`config.mk`:
```
export PLATFORM = sky130hd
export DESIGN_NAME = score_scan_display
export DESIGN_NICKNAME = d
export VERILOG_FILES = /design/src/rtl/score_pkg.sv /design/src/rtl/bcd_dd_conv.sv /design/src/rtl/score_scan_display.sv
export SDC_FILE = /design/constraint.sdc
export NUM_CORES = 1
export LEC_CHECK = 0
export CAP_MARGIN = 5
export CORE_AREA = 2 2 92 161
export DETAILED_ROUTE_END_ITERATION = 8
export DIE_AREA = 0 0 94 163
export GPL_TIMING_DRIVEN = 0
export SLEW_MARGIN = 10
export SYNTH_ARGS = -nofsm -noshare
export SYNTH_HDL_FRONTEND = slang
export SYNTH_SLANG_ARGS = --single-unit
export TNS_END_PERCENT = 30
```
`constraint.sdc`:
```
create_clock -name clk -period 8.45 [get_ports clk]
set_input_delay 1.2675 -clock clk [delete_from_list [all_inputs] [get_ports clk]]
set_output_delay 1.2675 -clock clk [all_outputs]
set_load 0.02 [all_outputs]
```
`src/rtl/score_pkg.sv`:
```
// Shared types and width helpers for the score tracker and its BCD converter.
package score_pkg;

  typedef enum logic [1:0] {
    IDLE  = 2'd0,
    SHIFT = 2'd1,
    DONE  = 2'd2
  } conv_state_t;

  function automatic int bcd_w(input int digits);
    return 4 * digits;
  endfunction

  // Counter width that stays at least one bit wide for degenerate sizes.
  function automatic int cnt_w(input int n);
    return (n > 1) ? $clog2(n) : 1;
  endfunction

endpackage

```
`src/rtl/bcd_dd_conv.sv`:
```
// Sequential double-dabble converter: one shift per cycle, result committed atomically.
module bcd_dd_conv
  import score_pkg::*;
#(
  parameter int SCORE_W = 10,
  parameter int DIGITS  = 4
) (
  input  logic                  clk,
  input  logic                  nRst,
  input  logic                  start,
  input  logic [SCORE_W-1:0]    value,
  output logic [4*DIGITS-1:0]   bcd,
  output logic                  valid,
  output logic [SCORE_W-1:0]    last_value,
  output conv_state_t           state
);

  localparam int BCD_W = bcd_w(DIGITS);
  localparam int CNT_W = cnt_w(SCORE_W);
  localparam int WRK_W = BCD_W + SCORE_W;

  conv_state_t          state_q;
  logic [WRK_W-1:0]     work_q;
  logic [SCORE_W-1:0]   val_q;
  logic [SCORE_W-1:0]   last_q;
  logic [CNT_W-1:0]     cnt_q;
  logic [BCD_W-1:0]     bcd_q;
  logic                 valid_q;

  // One double-dabble step: correct every BCD nibble, then shift the whole word.
  function automatic logic [WRK_W-1:0] dabble(input logic [WRK_W-1:0] w);
    logic [WRK_W-1:0] t;
    t = w;
    for (int i = 0; i < DIGITS; i++) begin
      if (t[SCORE_W + 4*i +: 4] >= 4'd5)
        t[SCORE_W + 4*i +: 4] = t[SCORE_W + 4*i +: 4] + 4'd3;
    end
    return {t[WRK_W-2:0], 1'b0};
  endfunction

  always_ff @(posedge clk) begin
    if (!nRst) begin
      state_q <= IDLE;
      work_q  <= '0;
      val_q   <= '0;
      last_q  <= '0;
      cnt_q   <= '0;
      bcd_q   <= '0;
      valid_q <= 1'b0;
    end else begin
      valid_q <= 1'b0;
      case (state_q)
        IDLE: begin
          if (start) begin
            work_q  <= {{BCD_W{1'b0}}, value};
            val_q   <= value;
            cnt_q   <= '0;
            state_q <= SHIFT;
          end
        end
        SHIFT: begin
          work_q <= dabble(work_q);
          cnt_q  <= cnt_q + 1'b1;
          if (cnt_q == CNT_W'(SCORE_W - 1))
            state_q <= DONE;
        end
        DONE: begin
          bcd_q   <= work_q[SCORE_W +: BCD_W];
          last_q  <= val_q;
          valid_q <= 1'b1;
          state_q <= IDLE;
        end
        default: state_q <= IDLE;
      endcase
    end
  end

  assign bcd        = bcd_q;
  assign valid      = valid_q;
  assign last_value = last_q;
  assign state      = state_q;

endmodule

```
`src/rtl/score_scan_display.sv`:
```
// Score/high-score tracker feeding a BCD converter, a multiplexed digit scanner and a new-high blinker.
module score_scan_display
  import score_pkg::*;
#(
  parameter int SCORE_W     = 10,
  parameter int DIGITS      = 4,
  parameter int MAX_SCORE   = 999,
  parameter int REFRESH_DIV = 4,
  parameter int BLINK_DIV   = 50
) (
  input  logic               clk,
  input  logic               nRst,
  input  logic               goodColl,
  input  logic               badColl,
  input  logic               clearHigh,
  output logic [SCORE_W-1:0] dispScore,
  output logic [SCORE_W-1:0] highScore,
  output logic               isGameComplete,
  output logic               newHigh,
  output logic               bcdValid,
  output logic [3:0]         dispDigit,
  output logic [DIGITS-1:0]  dispSel,
  output logic               dispBlank
);

  localparam int BCD_W = bcd_w(DIGITS);
  localparam int IDX_W = cnt_w(DIGITS);
  localparam int REF_W = cnt_w(REFRESH_DIV);
  localparam int BLK_W = cnt_w(BLINK_DIV);
  localparam logic [SCORE_W-1:0] MAX_S = SCORE_W'(MAX_SCORE);

  if (MAX_SCORE >= 10**DIGITS || MAX_SCORE >= 2**SCORE_W || MAX_SCORE < 1 ||
      REFRESH_DIV < 1 || BLINK_DIV < 1) begin : g_param_check
    $error("score_scan_display: illegal parameter combination");
  end

  logic [SCORE_W-1:0] curr_q, curr_d;
  logic [SCORE_W-1:0] high_q, high_d;
  logic [SCORE_W-1:0] disp_q, disp_d;
  logic               complete_q, complete_d;
  logic               new_high_q, new_high_d;
  logic [REF_W-1:0]   ref_q, ref_d;
  logic [IDX_W-1:0]   idx_q, idx_d;
  logic [BLK_W-1:0]   blink_cnt_q, blink_cnt_d;
  logic               phase_q, phase_d;

  logic [BCD_W-1:0]   bcd;
  logic [SCORE_W-1:0] last_conv;
  logic               conv_start;
  conv_state_t        conv_state;
  logic               blink_active;
  logic               any_nz;

  // Game end (explicit or by hitting the cap) outranks a point in the same cycle.
  always_comb begin
    curr_d     = curr_q;
    complete_d = complete_q;
    new_high_d = new_high_q;
    high_d     = high_q;
    if (badColl || curr_q == MAX_S) begin
      curr_d     = '0;
      complete_d = 1'b1;
      new_high_d = (curr_q != '0) && (curr_q == high_q);
    end else if (goodColl) begin
      if (complete_q) begin
        complete_d = 1'b0;
        new_high_d = 1'b0;
        curr_d     = SCORE_W'(1);
      end else begin
        curr_d = curr_q + 1'b1;
      end
    end
    if (clearHigh) begin
      high_d     = curr_d;
      new_high_d = 1'b0;
    end else if (curr_d > high_q) begin
      high_d = curr_d;
    end
    disp_d = complete_d ? high_d : curr_d;
  end

  assign blink_active = complete_q && new_high_q;

  always_comb begin
    ref_d = ref_q + 1'b1;
    idx_d = idx_q;
    if (ref_q == REF_W'(REFRESH_DIV - 1)) begin
      ref_d = '0;
      idx_d = (idx_q == IDX_W'(DIGITS - 1)) ? '0 : idx_q + 1'b1;
    end
    blink_cnt_d = '0;
    phase_d     = 1'b0;
    if (blink_active) begin
      blink_cnt_d = blink_cnt_q + 1'b1;
      phase_d     = phase_q;
      if (blink_cnt_q == BLK_W'(BLINK_DIV - 1)) begin
        blink_cnt_d = '0;
        phase_d     = !phase_q;
      end
    end
  end

  always_ff @(posedge clk) begin
    if (!nRst) begin
      curr_q      <= '0;
      high_q      <= '0;
      disp_q      <= '0;
      complete_q  <= 1'b0;
      new_high_q  <= 1'b0;
      ref_q       <= '0;
      idx_q       <= '0;
      blink_cnt_q <= '0;
      phase_q     <= 1'b0;
    end else begin
      curr_q      <= curr_d;
      high_q      <= high_d;
      disp_q      <= disp_d;
      complete_q  <= complete_d;
      new_high_q  <= new_high_d;
      ref_q       <= ref_d;
      idx_q       <= idx_d;
      blink_cnt_q <= blink_cnt_d;
      phase_q     <= phase_d;
    end
  end

  // Only request a conversion when the converter can accept it; it keeps the latest value.
  assign conv_start = (conv_state == IDLE) && (disp_q != last_conv);

  bcd_dd_conv #(
    .SCORE_W (SCORE_W),
    .DIGITS  (DIGITS)
  ) u_conv (
    .clk        (clk),
    .nRst       (nRst),
    .start      (conv_start),
    .value      (disp_q),
    .bcd        (bcd),
    .valid      (bcdValid),
    .last_value (last_conv),
    .state      (conv_state)
  );

  always_comb begin
    dispSel        = '0;
    dispSel[idx_q] = 1'b1;
    dispDigit      = bcd[4*idx_q +: 4];
    any_nz         = 1'b0;
    for (int j = 0; j < DIGITS; j++) begin
      if (IDX_W'(j) >= idx_q && bcd[4*j +: 4] != 4'd0)
        any_nz = 1'b1;
    end
    dispBlank = phase_q || ((idx_q != '0) && !any_nz);
  end

  assign dispScore      = disp_q;
  assign highScore      = high_q;
  assign isGameComplete = complete_q;
  assign newHigh        = new_high_q;

endmodule

```
==> impl_metrics.toml <==
[routing]
vias_per_cell = 5.30
vias = 4572
wire_per_inst_um = 16.7
first_iter_violations = 162
routed_wirelength_mm = 14.4
first_pass_iters = 4
route.detailed.drc = 0
ant_nets = 0

[worst_setup_path]
critPathLaunchType = "primary input"
crit_chain = "buf_2, nand4_4, or4_1, a21oi_2, ha_1, a211oi_1, o21a_1, o2111a_1, clkbuf_1, o21ai_0, a21oi_1"
end_kind = "flop"
worstPathMaxFanout = 10
crit_required_ps = 8730
path_class = "primary input to flop"
cpPeakStageDelay_ps = 520
arrival_ps = 4190
critPathSlowestCell = "or4_1"

[global_route]
grt_first_pass_wirelength_mm = 23.3
grt_usage = 0.198
overflow = 0
antenna_found_initial = 0
grt_pass1_vias = 4766
grt_max_degree = 18

[placement]
dp_hpwl_mm = 11.5
postPlaceCellArea_mm2 = 0.00608
dp.cells = 847
gp_congestion = 0.887
io_buffers = 35

[synthesis]
synth_top_area_frac = 0.408
ys_ff_latch = 112
synth.largest_area_cell = "dfxtp_1"
netlist_instances = 632
synth_area_leaders = "dfxtp_1, ha_1, nand2_1, a21oi_1, mux2i_1"
syn_area_mm2 = 0.00550
syn_nets = 667
synth_common_cells = "dfxtp_1, nand2_1, a21oi_1"
ys.flop_type = "dfxtp_1"
synth_most_common_cell = "dfxtp_1"
synth_area_per_cell_um2 = 8.70
postSynth.asyncResetShare = 0
synth_cell_types = 54
synth_warnings = 0
synth_edf_count = 0
ys_seq_area_frac = 0.408

[clock_network]
hold_buffers = 0
clock_latency_ps = 350
postCtsResizedCells = 0
cts_max_level = 3
cts_made_buffers = 9
clock_sinks = 112
cts_tree = "built"
post_cts_buffers = 0
cts-root-buf = "clkbuf_16"
cts.clk_slew.worst_paths_ps = 70
clock_path_buffers = 2

[finish]
area_growth_pct = 15.6
drive_gt1_frac = 0.0673
fin_nets = 713
diodes = 0
final_area_mm2 = 0.00636
fillers = 1415
fin_cells = 863

[die]
dieArea_mm2 = 0.0153
ios = 37
core_region_area_mm2 = 0.0142
start_util = 0.389
die_y_um = 163
dieWidth_um = 94
num_rows = 58

[timing]
finalCritPeriodShare = 0.463
tns_ps = 0
max_freq_mhz = 256
final-hold-violation-count = 0
holdWs_ps = 429
rsz0062_at_grt = "false"
period_minus_slack_ps = 3910
maxSlewViolCount = 0
relSlewSlack = 0.475
setup_viol = 0
finClkSkew_ps = 6.17
tightest_slew_ps = 786

[pwr]
ir_worst_vdd_v = 0.0000951
p_leak_nw = 2.37
power_mw = 1.06
power_density_mw_per_mm2 = 167

[hold_path]
hp-class = "flop to flop"

[run]
cap_viol_max_count = 0

[run_status]
status = "finished clean"
-- power by group --
part / internal [mW] / switching, mW
logic: 0.0424 / 0.0618
clock network: 0.218 / 0.193
registers: 0.539 / 0.00847
-- metrics by stage --
stage                     worst slack, ps   util
after global placement               4230  0.429
after global routing                 4290  0.450
final                                4540  0.450
after detailed placement             4130  0.429
after floorplan                      4760      -
after CTS                            4490  0.450
-- final timing paths --
check | from | to | slack [ps] | cells after the start
setup / recovery | goodColl | highScore[7]$_SDFF_PN0_ | 4540 | 11
setup reg to reg | curr_q[0]$_SDFF_PN0_ | highScore[7]$_SDFF_PN0_ | 4700 | 11
hold / removal | ref_q[0]$_SDFF_PP0_ | ref_q[0]$_SDFF_PP0_ | 430 | 1
hold reg to reg | ref_q[0]$_SDFF_PP0_ | ref_q[0]$_SDFF_PP0_ | 430 | 1
-- placed cells by master, fill, tap and decap left out, types with 5 or more instances in the layout --
cell type	instances
a21oi_1	56
clkbuf_1	26
clkbuf_16	9
clkdlybuf4s50_1	35
dfxtp_1	112
ha_1	30
inv_1	41
mux2i_1	19
nand2_1	100
nand2b_1	15
nand3_1	20
nor2_1	36
nor3_1	8
nor4_1	6
o21ai_0	37
o221a_1	5
o31a_1	9
o31ai_1	8
xnor2_1	18
xor2_1	17
-- worst max-delay path: cells and delay by family --
kind            cells  cell delay, ps
fa+ha+maj           1             290
compound gates      6            1350
buf+inv             2             560
simple gates        2             710
-- registers in the layout, summed over array words and instances, names as in the netlist, 4 cells and up --
signal,count
u_conv.work_q,26
u_conv.bcd,16
blink_cnt_q,6
dispScore,10
u_conv.last_value,10
curr_q,10
u_conv.val_q,10
highScore,10
u_conv.cnt_q,4
-- routing by layer --
| metal | vias to the layer above | track usage | share of wire |
|---|---|---|---|
| li1 | 2280 | - | - |
| met4 | 0 | 0.103 | 0.042 |
| met1 | 2179 | 0.184 | 0.36 |
| met2 | 76 | 0.395 | 0.58 |
| met5 | - | 0 | 0 |
| met3 | 37 | 0.0301 | 0.024 |
-- logic make-up (layout without fill, tap and decap cells) --
family / count (synthesis) / count (layout) / share of synthesized area
fa+ha+maj: 30 / 30 / 0.0682
mux: 23 / 23 / 0.0509
compound gates: 144 / 144 / 0.175
buf+inv: 74 / 125 / 0.0559
flops: 112 / 112 / 0.408
xor+xnor: 35 / 35 / 0.0557
simple gates: 214 / 214 / 0.187
-- area by class of cell --
| type | count | area [µm²] | area share |
|---|---|---|---|
| Sequential cell | 112 | 2240 | 0.352 |
| Inverter | 41 | 154 | 0.0242 |
| Clock buffer | 13 | 260 | 0.0409 |
| Timing Repair Buffer | 35 | 350 | 0.0551 |
| Multi-Input combinational cell | 446 | 2950 | 0.464 |
| Buffer | 33 | 154 | 0.0242 |
| Clock inverter | 3 | 23.8 | 0.00374 |
| Tap cell | 180 | 225 | 0.0354 |
No activity file was read; power rests on OpenSTA's default activity.
